File: config.mk
export PLATFORM = sky130hd
export DESIGN_NAME = cdb_issue_sched
export DESIGN_NICKNAME = d
export VERILOG_FILES = /design/src/rtl/cdb_issue_sched_pkg.sv /design/src/rtl/cdb_issue_sched_arb.sv /design/src/rtl/cdb_issue_sched.sv
export SDC_FILE = /design/constraint.sdc
export NUM_CORES = 1
export LEC_CHECK = 0
export ABC_AREA = 1
export ABC_CLOCK_PERIOD_IN_PS = 1300
export CAP_MARGIN = 15
export CORE_MARGIN = 8
export CORE_UTILIZATION = 25
export CTS_CLUSTER_SIZE = 20
export DETAILED_ROUTE_END_ITERATION = 10
export DONT_BUFFER_PORTS = 1
export SLEW_MARGIN = 20
export SYNTH_ARGS = -nofsm -noshare
export SYNTH_HDL_FRONTEND = slang
export SYNTH_SLANG_ARGS = --single-unit
File: constraint.sdc
create_clock -name clk -period 1.3 [get_ports clk]
set_clock_uncertainty 0.2 [all_clocks]
set_input_delay 0.195 -clock clk [delete_from_list [all_inputs] [get_ports clk]]
set_output_delay 0.195 -clock clk [all_outputs]
set_load 0.01 [all_outputs]
File: src/rtl/cdb_issue_sched_pkg.sv
// Shared constants for the CDB issue scheduler: result latencies, booking depth, owner codes.
package cobalt_issue_pkg;

  localparam int RESV_DEPTH = 8;
  localparam int MUL_LAT    = 4;
  localparam int DIV_LAT    = 7;
  localparam int DIV_CNT_W  = 3;

  typedef enum logic [1:0] {
    SRC_INT  = 2'd0,
    SRC_LDST = 2'd1,
    SRC_MUL  = 2'd2,
    SRC_DIV  = 2'd3
  } src_e;

endpackage

File: src/rtl/cdb_issue_sched_arb.sv
// Two-way int/ldst arbiter for the single slot-1 CDB booking.
// ISSUE_RR_EN selects round-robin (rr_last state); otherwise fixed int-over-ldst priority.
module issue_rr_arb (
`ifdef ISSUE_RR_EN
  input  logic clk,
  input  logic rst,
`endif
  input  logic en,
  input  logic req_int,
  input  logic req_ldst,
  output logic gnt_int,
  output logic gnt_ldst
);

`ifdef ISSUE_RR_EN
  // rr_last: 0 = int won last, 1 = ldst won last; the other side wins a tie
  logic rr_last;

  always_comb begin
    gnt_int  = 1'b0;
    gnt_ldst = 1'b0;
    if (en) begin
      if (req_int && req_ldst) begin
        gnt_int  = rr_last;
        gnt_ldst = !rr_last;
      end else begin
        gnt_int  = req_int;
        gnt_ldst = req_ldst;
      end
    end
  end

  always_ff @(posedge clk) begin
    if (rst) begin
      rr_last <= 1'b0;
    end else if (gnt_int || gnt_ldst) begin
      rr_last <= gnt_ldst;
    end
  end
`else
  assign gnt_int  = en && req_int;
  assign gnt_ldst = en && req_ldst && !req_int;
`endif

endmodule

File: src/rtl/cdb_issue_sched.sv
// Issue scheduler that books common-data-bus slots ahead of time for int/ldst/mul/div units.
// Optional macro ISSUE_RR_EN: round-robin int vs ldst tie-break instead of fixed int priority.
module cdb_issue_sched
  import cobalt_issue_pkg::*;
(
  input  logic       clk,
  input  logic       rst,
  input  logic       int_ready,
  input  logic       ldst_ready,
  input  logic       mul_ready,
  input  logic       div_ready,
  output logic       issue_int,
  output logic       issue_ldst,
  output logic       issue_mul,
  output logic       issue_div,
  output logic       cdb_src_valid,
  output logic [1:0] cdb_src,
  output logic       div_busy
);

  // resv[k]: CDB booked k cycles from now; own[k] is the owner of that booking.
  // Unbooked slots always hold owner 0, so own[0] reads 0 whenever the bus is idle.
  logic [RESV_DEPTH-1:0] resv;
  logic [RESV_DEPTH-1:0] resv_nxt;
  logic [1:0]            own     [RESV_DEPTH];
  logic [1:0]            own_nxt [RESV_DEPTH];
  logic [DIV_CNT_W-1:0]  div_cnt;
  logic                  lo_slot_free;

  assign lo_slot_free = !rst && !resv[1];
  assign issue_mul    = !rst && mul_ready && !resv[MUL_LAT];
  assign issue_div    = !rst && div_ready && !resv[DIV_LAT] && (div_cnt == '0);

  issue_rr_arb u_arb (
`ifdef ISSUE_RR_EN
    .clk      (clk),
    .rst      (rst),
`endif
    .en       (lo_slot_free),
    .req_int  (int_ready),
    .req_ldst (ldst_ready),
    .gnt_int  (issue_int),
    .gnt_ldst (issue_ldst)
  );

  // Next booking table: age every slot by one, then drop the new grants into their target slots
  always_comb begin
    resv_nxt = resv >> 1;
    for (int k = 0; k < RESV_DEPTH - 1; k++) begin
      own_nxt[k] = own[k+1];
    end
    own_nxt[RESV_DEPTH-1] = SRC_INT;
    if (issue_div) begin
      resv_nxt[DIV_LAT-1] = 1'b1;
      own_nxt[DIV_LAT-1]  = SRC_DIV;
    end
    if (issue_mul) begin
      resv_nxt[MUL_LAT-1] = 1'b1;
      own_nxt[MUL_LAT-1]  = SRC_MUL;
    end
    if (issue_int) begin
      resv_nxt[0] = 1'b1;
      own_nxt[0]  = SRC_INT;
    end
    if (issue_ldst) begin
      resv_nxt[0] = 1'b1;
      own_nxt[0]  = SRC_LDST;
    end
  end

  always_ff @(posedge clk) begin
    if (rst) begin
      resv    <= '0;
      own     <= '{default: '0};
      div_cnt <= '0;
    end else begin
      resv <= resv_nxt;
      own  <= own_nxt;
      if (issue_div) begin
        div_cnt <= DIV_CNT_W'(DIV_LAT - 1);
      end else if (div_cnt != '0) begin
        div_cnt <= div_cnt - DIV_CNT_W'(1);
      end
    end
  end

  assign cdb_src_valid = resv[0];
  assign cdb_src       = own[0];
  assign div_busy      = (div_cnt != '0);

endmodule

# After elaboration in Yosys (flattened, before gate mapping)
# Index checks and enable logic that the tools add are counted.
[op_classes] n_mul=0 n_mux=10 bitwise_logic=0 n_reduce_logical=20 n_lt_le_gt_ge=0 div=0 shift=0 n_eq_ne=0 addsub=1
[ops] cell="1-bit logical AND" n=9
[ops] cell="1-bit two-way mux" n=6
[ops] cell="3-bit two-way mux" n=2
[ops] cell="1-bit logical NOT" n=5
[ops] cell="2-bit two-way mux" n=2
[ops] cell="2-bit OR reduction" n=2
[ops] cell="3-bit logical NOT" n=1
[ops] cell="3-bit nonzero test" n=1
[ops] cell="3-bit OR reduction" n=1
[ops] cell="3-bit by 1-bit subtractor with 3-bit output (second input constant)" n=1
[ops] cell="2-bit nonzero test" n=1
[totals] mem_bits_ro=0 ff_bits=27 ramBits=0 out_inout_bits=8 latchBits=0 in_bits=6 elab_cells=45 memories=0

# Depth between registers and ports, before layout
# Gate-level depths: netlist of run 1.
[logic_depth] ltp_word=5 ltp_mapped=7 depth_no_buf=7

# Modules after synthesis
# A second synthesis of run 1 with hierarchy kept.
[hier_totals] cells_unflattened=76 hier_area_um2=580.6
[modules_own_cells] module="cdb_issue_sched" seq_area_each_um2=300.3 area_per_inst_um2=563.0 cells_each=72 instances=1
[modules_own_cells] module="issue_rr_arb" seq_area_each_um2=0.0 area_per_inst_um2=17.5 cells_each=4 instances=1

# Least setup slack after synthesis of run 1
# OpenSTA, ideal clock, no wires.
[synth_timing] path_kind="flip-flop to output port" from="reg div_cnt[0]" to="out issue_div" setup_slack_ns=0.015 stages_incl_launch_ff=5 required_ns=0.905 n_path_buf=0 arrival_time_ns=0.890 cell_sequence="dfxtp_1 inv_1 ha_1 nand2_4 nor2_1"
[synth_via] elab_chain_len=2
[synth_lines] item="start, declared" line_no="cdb_issue_sched.sv:27" source="logic [DIV_CNT_W-1:0] div_cnt;"
[synth_lines] item="start signal, assigned" line_no="cdb_issue_sched.sv:80" source="div_cnt <= DIV_CNT_W'(DIV_LAT - 1);"
[synth_lines] item="start signal, assigned" line_no="cdb_issue_sched.sv:82" source="div_cnt <= div_cnt - DIV_CNT_W'(1);"
[synth_lines] item="3-bit logical NOT" line_no="cdb_issue_sched.sv:32" source="assign issue_div = !rst && div_ready && !resv[DIV_LAT] && (div_cnt == '0);"
[synth_lines] item="1-bit logical AND" line_no="cdb_issue_sched.sv:32"
[synth_lines] item="end, declared" line_no="cdb_issue_sched.sv:15" source="output logic issue_div,"
# Every way passes these cells.

# Worst setup path after layout of run 1
[layout_timing] from="in ldst_ready" to="out issue_ldst"
[layout_via] elab_chain_len=2
[layout_lines] item="start, declared" line_no="cdb_issue_sched.sv:9" source="input logic ldst_ready,"
[layout_lines] item="1-bit logical AND (2 in a row)" line_no="cdb_issue_sched_arb.sv:42" source="assign gnt_ldst = en && req_ldst && !req_int;"
[layout_lines] item="end, declared" line_no="cdb_issue_sched.sv:13" source="output logic issue_ldst,"
# Every way passes these cells.

==> impl_table.tex, run 1 <==
\begin{tabular}{lr}
\hline
Metric & Value \\
\hline
\multicolumn{2}{l}{\textbf{Status}} \\
Outcome & finished with violations \\
Violations in the final reports & negative hold slack, negative setup slack \\
\multicolumn{2}{l}{\textbf{Logic synthesis}} \\
Most used standard cell by instance count after synthesis & sky130\_fd\_sc\_hd\_\_nor2\_1 \\
Total number of yosys warnings & 0 \\
Share of flip-flops with an asynchronous set or reset & 0\% \\
Largest area contributor in the synthesized netlist & sky130\_fd\_sc\_hd\_\_dfxtp\_1 \\
Number of different library cells in the post-synthesis netlist & 15 \\
Post-synthesis sequential element count & 15 \\
Register area share after synthesis & 53.1\% \\
Area fraction of the dominant cell type after synthesis & 53.1\% \\
Main area contributors after synthesis & sky130\_fd\_sc\_hd\_\_dfxtp\_1 53\%, sky130\_fd\_sc\_hd\_\_nor2\_1 11\%, sky130\_fd\_sc\_hd\_\_inv\_1 9.3\% \\
Predominant post-synthesis flop cell & sky130\_fd\_sc\_hd\_\_dfxtp\_1 \\
Syn nets & 80 \\
Leading cell types by count after synthesis & 17 x sky130\_fd\_sc\_hd\_\_nor2\_1, 15 x sky130\_fd\_sc\_hd\_\_dfxtp\_1, 14 x sky130\_fd\_sc\_hd\_\_inv\_1 \\
Number of synthesized flops with an enable pin & 0 \\
Number of cells produced by synthesis & 72 \\
Combined area of all synthesized cells & 566 µm² \\
Syn\_area\_per\_cell & 7.85 µm² \\
\multicolumn{2}{l}{\textbf{Placed design}} \\
Count of input and output buffers & 0 \\
Final RePlAce weighted congestion & about 0.66 \\
Count of placed standard cells including taps & 101 \\
Detailed Place HPWL & 708 µm \\
Area after detailed placement & 611 µm² \\
Pre-CTS setup slack & -13.1 ps \\
\multicolumn{2}{l}{\textbf{Clock network}} \\
TritonCTS sink count & 15 \\
Number of buffers added by the clock tree synthesis step & 3 \\
Number of H-tree branching levels & 1 \\
Source-to-sink clock delay at the later pin of the worst-skew pair & between 200 and 300 ps \\
Maximum buffer depth of the clock tree & 2 \\
Clock transition time at the flip-flop clock pins of the worst setup and hold paths & 90 ps \\
Clock root buffer & sky130\_fd\_sc\_hd\_\_clkbuf\_4 \\
Clock tree from TritonCTS & done \\
\multicolumn{2}{l}{\textbf{STA}} \\
Worst slew margin relative to its limit & 88.7\% \\
Hold violation count in the final report & 8 \\
Final setup violation count & 4 \\
Worst Slack Setup Final & -111 ps \\
Worst slew pin tran & 168 ps \\
Part of the cycle the worst path needs & 109\% \\
Unrepaired setup endpoints after global routing & yes \\
Top achievable clock speed & $\sim$0.71 GHz \\
Tightest hold margin & -228 ps \\
Final critical path time including I/O delays and setup & approximately 1400 ps \\
Max-slew violation count & 0 \\
\multicolumn{2}{l}{\textbf{Global routing}} \\
Antenna violations before repair & 0 \\
First-pass GRT wire length & 1.93 mm \\
Overall Global Routing Usage & approximately 6.1\% \\
Overall overflow remaining after global route & 0 \\
Number of global-route vias before repair & 463 \\
Largest net degree at the start of global routing & 15 \\
\multicolumn{2}{l}{\textbf{Detailed routing}} \\
First-pass DRT Iterations & 4 \\
Post-route DRC violation count & 0 \\
Routed length per placed instance & between 9 and 10 µm \\
Sum of routed wire length over all layers & 1.15 mm \\
Met2 Wirelength & around 540 µm \\
Per-cell via count in the routed design & roughly 4.0 \\
Uppermost metal layer occupied by signal nets & met4 \\
Met3 routed wirelength & 80 µm \\
Total via count in the routed design & roughly 470 \\
DRT iter0 DRCs & 9 \\
Routed length on met1 & roughly 500 µm \\
Post-route antenna net violation count & 0 \\
\multicolumn{2}{l}{\textbf{Critical path}} \\
Crit Reg-Reg Startpoint & div\_cnt[0]\$\_SDFFE\_PP0P\_ \\
Cell count along the critical path & 3 \\
Capturing element type of the critical path & primary output \\
Delay contributed by the slowest stage of the critical path & 610 ps \\
Startpoint class of the critical path & primary input \\
Logic depth of the worst register-to-register path & 8 \\
Crit path buffers/inverters & 1 \\
Setup slack of the most critical reg-to-reg path & about 20 ps \\
Maximum net fanout on the critical path & 2 \\
Highest-delay cell along the critical path & sky130\_fd\_sc\_hd\_\_dlygate4sd3\_1 \\
Critical path startpoint & ldst\_ready \\
Top Family by Delay on Critical Path & buffers and inverters \\
Ordered cell list for the critical path & dlygate4sd3\_1 > nand3\_4 > nor2\_4 \\
Data required time at the worst endpoint & 900 ps \\
Arrival @ worst endpoint & 1020 ps \\
Critical path start-end classification & in -> out \\
\multicolumn{2}{l}{\textbf{Layout}} \\
Relative area change from synthesis to final layout & 44.2\% \\
Net count of the finished layout & 99 \\
Finished Cell Area & 816 µm² \\
Post-route core utilization & between 30 and 40\% \\
Fill cell instance count of the final layout & 235 \\
Total inserted antenna cells & 0 \\
Fraction of final layout cells with drive strength greater than 1 & 32.2\% \\
Register Area & 305 µm² \\
Non-Filler Instances & 118 \\
Multi-input gate area in the final layout & approximately 240 µm² \\
\multicolumn{2}{l}{\textbf{Floorplanning}} \\
Overall die width & 63.6 µm \\
Die footprint & 4040 µm² \\
Vertical die dimension & 63.6 µm \\
\# rows & 17 \\
Number of ports placed on the die boundary & 14 \\
Starting Density & 26.1\% \\
Core area & 2170 µm² \\
\multicolumn{2}{l}{\textbf{Power}} \\
Cell Pwr Density & 1690 nW/µm² \\
Leakage component of the power & 0.000376 µW \\
Pwr Total & roughly 1400 µW \\
Worst IR drop on VDD & 0.778 mV \\
\multicolumn{2}{l}{\textbf{Hold path}} \\
Start point of the worst hold path & rst \\
Class of the most critical hold timing path & in -> reg \\
Number of cells on the worst hold path & 1 \\
\multicolumn{2}{l}{\textbf{Run}} \\
Number of violations of the max-capacitance limit & 0 \\
\hline
\end{tabular}
-- timing repair --
item                                    CTS  global route
setup buffers                             4             0
pin swaps                                 4             2
hold buffers                              8             1
hold endpoints to repair                 15             8
gates resized for setup                  17             3
endpoints found under the setup margin    5             9
-- worst paths after layout --
check	endpoint
setup / recovery	issue_ldst
setup reg to reg	div_cnt[1]$_SDFFE_PP0P_
hold / removal	resv[0]$_SDFF_PP0_
hold reg to reg	cdb_src[0]$_SDFF_PP0_
-- layer usage --
layer | vias to the layer above | track usage [%]
li1 | 246 | -
met1 | 210 | 5.85
met2 | 13 | 9.38
met3 | 2 | 3.89
met4 | 0 | 4.18
met5 | - | 0
-- logic make-up after synthesis --
kind of cell | synth area share, %
compound gates | 4.42
flops | 53.1
simple gates | 23.9
fa+ha+maj | 4.42
buf+inv | 14.2
-- registers in the layout, summed over array words and instances, names as in the netlist --
signal and count:
own 5, cdb_src 2, resv 5, div_cnt 3
-- layout make-up --
type	instances	area share [%]
inverter	16	7.36
timing repair buffer	17	18.9
multi-input combinational	38	28.8
tap	28	4.29
clock buffer	4	3.22
sequential	15	37.4
-- report_power, final --
| group | internal (µW) | leakage, µW | switching, µW | total [µW] |
|---|---|---|---|---|
| clock network | 119 | 0.0000150 | 140 | 259 |
| logic | 275 | 0.000237 | 277 | 553 |
| registers | 527 | 0.000125 | 39.1 | 566 |
| total | 921 | 0.000376 | 456 | 1380 |
-- placed cells by master (no fill, tap or decap) --
master                          count
sky130_fd_sc_hd__nor2_1            15
sky130_fd_sc_hd__dfxtp_1           11
sky130_fd_sc_hd__inv_1             10
sky130_fd_sc_hd__dlygate4sd3_1      9
sky130_fd_sc_hd__nand2_1            7
sky130_fd_sc_hd__buf_4              7
sky130_fd_sc_hd__inv_2              6
sky130_fd_sc_hd__a21oi_1            4
sky130_fd_sc_hd__dfxtp_2            4
sky130_fd_sc_hd__clkbuf_4           3
sky130_fd_sc_hd__nor2_4             2
sky130_fd_sc_hd__nand2_4            1
sky130_fd_sc_hd__nor3_2             1
sky130_fd_sc_hd__nand3_4            1
sky130_fd_sc_hd__nor3b_2            1
sky130_fd_sc_hd__nand2_2            1
sky130_fd_sc_hd__o21ai_1            1
sky130_fd_sc_hd__nand3_1            1
sky130_fd_sc_hd__nor3_1             1
sky130_fd_sc_hd__ha_4               1
sky130_fd_sc_hd__ha_1               1
sky130_fd_sc_hd__clkbuf_1           1
sky130_fd_sc_hd__buf_6              1
-- worst reg2reg max path, cell delays in order (launching register included) --
cell	delay (ps)
sky130_fd_sc_hd__dfxtp_2	330
sky130_fd_sc_hd__inv_2	70
sky130_fd_sc_hd__ha_4	150
sky130_fd_sc_hd__buf_4	110
sky130_fd_sc_hd__inv_1	30
sky130_fd_sc_hd__nor2_1	80
sky130_fd_sc_hd__nand2_1	80
sky130_fd_sc_hd__nor2_1	90
sky130_fd_sc_hd__nor2_1	40
-- per-stage QoR --
| stage | setup TNS, ps | hold slack [ps] |
|---|---|---|
| floorplan | 0 | 135 |
| global route | -690 | -247 |
| CTS | -245 | -237 |
| finish | -373 | -228 |
| detailed placement | -13.1 | 70.2 |
| global placement | 0 | 69.2 |
Power figures use the tool's default switching activity.
==> run 2: changes to the inputs <==
--- a/config.mk
+++ b/config.mk
@@ -10,6 +10,7 @@
 export CAP_MARGIN = 15
 export CORE_MARGIN = 8
 export CORE_UTILIZATION = 25
+export CTS_BUF_LIST = sky130_fd_sc_hd__clkbuf_8 sky130_fd_sc_hd__clkbuf_16
 export CTS_CLUSTER_SIZE = 20
 export DETAILED_ROUTE_END_ITERATION = 10
 export DONT_BUFFER_PORTS = 1
==> impl_table.tex, run 2 (synthesis results as in run 1) <==
\begin{tabular}{lr}
\hline
Metric & Value \\
\hline
\multicolumn{2}{l}{\textbf{Layout}} \\
Leading cell type in the layout, fill and taps excluded & sky130\_fd\_sc\_hd\_\_nor2\_1 \\
Multi-input gate area in the final layout & about 240 µm² \\
Register Area & $\sim$300 µm² \\
Finished Cell Area & between 800 and 900 µm² \\
Top Registers & own x5, resv x5, div\_cnt x3 \\
Fraction of final layout cells with drive strength greater than 1 & 33.0\% \\
Post-route core utilization & around two fifths \\
Total inserted antenna cells & 0 \\
Commonest cells after routing, fill and taps aside & 15 x sky130\_fd\_sc\_hd\_\_nor2\_1, 11 x sky130\_fd\_sc\_hd\_\_inv\_1, 11 x sky130\_fd\_sc\_hd\_\_dfxtp\_1 \\
Fill cell instance count of the final layout & 231 \\
Net count of the finished layout & 100 \\
Relative area change from synthesis to final layout & 48.9\% \\
\multicolumn{2}{l}{\textbf{Detailed routing}} \\
Post-route DRC violation count & 0 \\
Per-cell via count in the routed design & about 4.0 \\
DRT iter0 DRCs & 11 \\
Routed length per placed instance & between 9 and 10 µm \\
Total via count in the routed design & 478 \\
Sum of routed wire length over all layers & between 1 and 1.5 mm \\
First-pass DRT Iterations & 4 \\
Post-route antenna net violation count & 0 \\
\multicolumn{2}{l}{\textbf{Critical path}} \\
Data required time at the worst endpoint & 900 ps \\
Critical path start-end classification & reg -> out \\
Setup slack of the most critical reg-to-reg path & 20 ps \\
Logic depth of the worst register-to-register path & 8 \\
Capturing element type of the critical path & primary output \\
Highest-delay cell along the critical path & sky130\_fd\_sc\_hd\_\_dfxtp\_2 \\
Top Family by Delay on Critical Path & flip-flops \\
Crit path buffers/inverters & 1 \\
Crit Reg-Reg Startpoint & div\_cnt[0]\$\_SDFFE\_PP0P\_ \\
Ordered cell list for the critical path & inv\_2 > ha\_4 > nand2\_4 > nor2\_4 \\
Arrival @ worst endpoint & 970 ps \\
Critical register-to-register path endpoint & div\_cnt[1]\$\_SDFFE\_PP0P\_ \\
Startpoint class of the critical path & flop \\
Maximum net fanout on the critical path & 3 \\
Delay contributed by the slowest stage of the critical path & between 300 and 400 ps \\
\multicolumn{2}{l}{\textbf{Clock network}} \\
Clock transition time at the flip-flop clock pins of the worst setup and hold paths & 60 ps \\
Number of buffers added by the clock tree synthesis step & 3 \\
TritonCTS sink count & 15 \\
Clock root buffer & sky130\_fd\_sc\_hd\_\_clkbuf\_8 \\
Source-to-sink clock delay at the later pin of the worst-skew pair & around 240 ps \\
Maximum buffer depth of the clock tree & 2 \\
Clock tree from TritonCTS & done \\
Number of H-tree branching levels & 1 \\
\multicolumn{2}{l}{\textbf{Global routing}} \\
Antenna violations before repair & 0 \\
Overall overflow remaining after global route & 0 \\
First-pass GRT wire length & around 1.9 mm \\
Number of global-route vias before repair & 466 \\
Largest net degree at the start of global routing & 15 \\
Overall Global Routing Usage & 5.94\% \\
\multicolumn{2}{l}{\textbf{STA}} \\
Worst slew margin relative to its limit & 89.2\% \\
Top achievable clock speed & 0.730 GHz \\
Final setup violation count & 3 \\
Hold violation count in the final report & 7 \\
Tightest hold margin & -182 ps \\
Final critical path time including I/O delays and setup & 1370 ps \\
Worst Slack Setup Final & -69.1 ps \\
Max-slew violation count & 0 \\
Part of the cycle the worst path needs & 105\% \\
Unrepaired setup endpoints after global routing & yes \\
Worst slew pin tran & around 160 ps \\
\multicolumn{2}{l}{\textbf{Power}} \\
Worst IR drop on VDD & $\sim$0.85 mV \\
Cell Pwr Density & 1750 nW/µm² \\
Leakage component of the power & roughly 0.00039 µW \\
\multicolumn{2}{l}{\textbf{Placed design}} \\
Pre-CTS setup slack & -13.1 ps \\
Area after detailed placement & slightly above 600 µm² \\
Detailed Place HPWL & 708 µm \\
Final RePlAce weighted congestion & 0.662 \\
Count of input and output buffers & 0 \\
\multicolumn{2}{l}{\textbf{Floorplanning}} \\
\# rows & 17 \\
Number of ports placed on the die boundary & 14 \\
Vertical die dimension & 63.6 µm \\
Overall die width & 63.6 µm \\
Core area & around 2200 µm² \\
Starting Density & 26.1\% \\
Die footprint & 4040 µm² \\
\multicolumn{2}{l}{\textbf{Hold path}} \\
Number of cells on the worst hold path & 1 \\
Sink of the worst hold path & resv[0]\$\_SDFF\_PP0\_ \\
Start point of the worst hold path & rst \\
Class of the most critical hold timing path & in -> reg \\
\multicolumn{2}{l}{\textbf{Run}} \\
Number of violations of the max-capacitance limit & 0 \\
\multicolumn{2}{l}{\textbf{Status}} \\
Outcome & finished with violations \\
Violations in the final reports & negative hold slack, negative setup slack \\
\hline
\end{tabular}
==> run 2: cell count changes in the layout (fill, tap and decap cells not counted) <==
cell / change
sky130_fd_sc_hd__buf_4: +1
sky130_fd_sc_hd__inv_1: +1
sky130_fd_sc_hd__clkbuf_1: -1
sky130_fd_sc_hd__clkbuf_8: +3
sky130_fd_sc_hd__clkbuf_4: -3
==> run 2: how the worst max path moves through the flow <==
| stage | slack (ps) | startpoint | endpoint | cells past startpoint |
|---|---|---|---|---|
| after detailed placement | -10 | div_cnt[1]$_SDFFE_PP0P_ | issue_div | 4 |
| final | -70 | div_cnt[0]$_SDFFE_PP0P_ | issue_div | 4 |
| after global routing | -110 | div_cnt[1]$_SDFFE_PP0P_ | div_busy | 4 |
| after CTS | -60 | div_cnt[1]$_SDFFE_PP0P_ | div_busy | 4 |
| after floorplan | 20 | div_cnt[0]$_SDFFE_PP0P_ | issue_div | 4 |
| after global placement | 20 | div_cnt[0]$_SDFFE_PP0P_ | issue_div | 4 |
==> run 2: metal layers <==
| layer | part of all wire [%] | up-vias | routed length, µm | GRT usage, % |
|---|---|---|---|---|
| met2 | 48 | 15 | 554 | 9.63 |
| met4 | 1.7 | 0 | 20 | 3.34 |
| met5 | 0 | - | 0 | 0 |
| li1 | - | 247 | - | - |
| met1 | 42 | 214 | 484 | 5.54 |
| met3 | 8.5 | 2 | 99 | 3.89 |
==> run 2: repair_timing <==
action	in CTS	in global routing
buffers inserted	3	2
resized for setup	14	6
setup endpoints to repair	4	9
hold buffers	8	1
pin swaps	4	3
endpoints found under the hold margin	15	7
==> run 2: layout make-up <==
type | instances | area share, %
inverters | 16 | 7.13
clock buffers | 3 | 4.90
flip-flops and latches | 15 | 36.3
repair buffers | 18 | 19.2
clock inverters | 1 | 0.446
multi-input cells | 38 | 27.9
well taps | 28 | 4.16
==> run 2: metrics by stage <==
step,TNS [ps],power (µW),hold slack [ps],std cells
finish,-140,1480,-182,119
global route,-370,1590,-193,119
CTS,-104,1460,-191,116
detailed placement,-13.1,933,70.2,101
global placement,0,921,69.2,101
floorplan,0,839,135,72
==> run 2: where the power goes <==
| group | switching, µW | total [µW] | internal [µW] | leakage (µW) |
|---|---|---|---|---|
| Sequential | 39.0 | 567 | 528 | 0.000125 |
| Clock | 146 | 354 | 208 | 0.0000269 |
| Combinational | 279 | 557 | 277 | 0.000240 |
| Total | 464 | 1480 | 1010 | 0.000391 |
==> variant, RTL diff (config.mk and constraints of run 1) <==
Build with the macro `ISSUE_RR_EN` defined.
--- a/src/rtl/cdb_issue_sched_arb.sv
+++ b/src/rtl/cdb_issue_sched_arb.sv
@@ -1,4 +1,6 @@
 // Two-way int/ldst arbiter for the single slot-1 CDB booking.
 // ISSUE_RR_EN selects round-robin (rr_last state); otherwise fixed int-over-ldst priority.
+`define ISSUE_RR_EN
+
 module issue_rr_arb (
 `ifdef ISSUE_RR_EN
Check against the original RTL: not equivalent (Yosys sat finds a counterexample within 4 cycles, from zero or initial values and one cycle with rst high).
==> variant against run 1 <==
- routed wire length rose by 16%
- power rose by 18%
- critical path type is now reg2out
- first-iteration DRC count rose by 44%
- synthesized area rose by 14%
- synthesized cell count rose by 14%
- largest power group is now combinational cells
- the run still ends with negative hold slack, negative setup slack left
- cell area rose by 12%
- sequential cell count rose by 1
- worst setup slack got worse by 18 ps
- largest cell class unchanged
==> variant: results (changes against run 1) <==
Yosys
  • Area contributors post-synth: dfxtp_1, inv_1, nor2_1, nand2_1, ha_1
  • Post-synthesis area per instance: 7.86 µm² (about the same)
  • Synth top cells by count: inv_1, dfxtp_1, nor2_1, nand2_1, nor2_2
  • Syn Nets: 90 (+13%)
  • Complex-gate fraction of the synthesized area: 2.33% (-2.1 points)
  • Sequential area share after synthesis: 49.7% (-3.4 points)

Clock network
  • CTS resizes: 13 (-4)

Outcome
  • Violated checks: negative hold slack, negative setup slack
  • Outcome: finished with violations

Route
  • Met1 wire length: 545 µm (+9.2%)
  • Final wirelength: 1330 µm (+16%)
  • Wire per inst: 10.1 µm (+3.9%)
  • WL met2: 640 µm (+19%)
  • WL met3: 103 µm (+29%)

Final layout
  • Share of cells above drive strength 1: 46.1% (+14 points)
  • # fillers: 251 (+6.8%)

Worst setup path
  • Slowest stage delay, CP: 340 ps (-270 ps)
  • Crit-path slowest cell: dfxtp_2
  • Critical path fanouts, max: 4 (+2)
  • Critical path origin: div_cnt[1]$_SDFFE_PP0P_

Placed design
  • GPL Wtd Cong: 0.713 (+7.7%)
  • Post-detail-place hpwl: 782 µm (+10%)
  • Placed Cells: 112 (+11%)
  • Dpl ws: -27.4 ps (-14.3 ps)

Power and ir drop
  • Peak supply drop: 1.03 mV (+33%)
  • Clk. pwr: 323 µW (+25%)
  • Leak: 0.437 nW (+16%)

Global routing
  • GR met2 Demand/Resource: 11.2% (+1.9 points)
  • Overall routing resource usage: 6.46% (+0.38 points)
  • First-pass GRT wire length: 2190 µm (+14%)

STA
  • Setup violators final: 5 (+1)
  • Worst Setup Slack, final: -130 ps (-18.5 ps)
  • Hold_ws: -234 ps (-5.92 ps)
  • Final Hold Violating Endpoints: 11 (+3)
variant: cell types whose count changed after synthesis, moves of 2 or more:
cell     before  now
nand3_2       0    2
a21oi_1       4    2
nor2_2        0    4
nor2_1       17   13
inv_1        14   17
nand2_1       7   11
variant: final timing paths:
check	cells past startpoint	slack, ps	end
worst min register to register	2	200	resv[4]$_SDFF_PP0_
worst max register to register	9	-100	div_cnt[1]$_SDFFE_PP0P_
worst max-delay path	4	-130	div_busy
worst min-delay path	1	-230	resv[4]$_SDFF_PP0_
variant: cell families after synthesis:
| group | Yosys count |
|---|---|
| simple gates | 38 |
| flops | 16 |
| fa+ha+maj | 2 |
| compound gates | 3 |
| buf+inv | 23 |
variant: final cells by class:
type / count / area [µm²] / share of cell area [%]
Inverter: 20 / 75.1 / 8.20
Clock buffer: 4 / 36.3 / 3.96
Multi-Input combinational cell: 43 / 270 / 29.5
Tap cell: 30 / 37.5 / 4.10
Sequential cell: 16 / 327 / 35.7
Timing Repair Buffer: 19 / 170 / 18.6
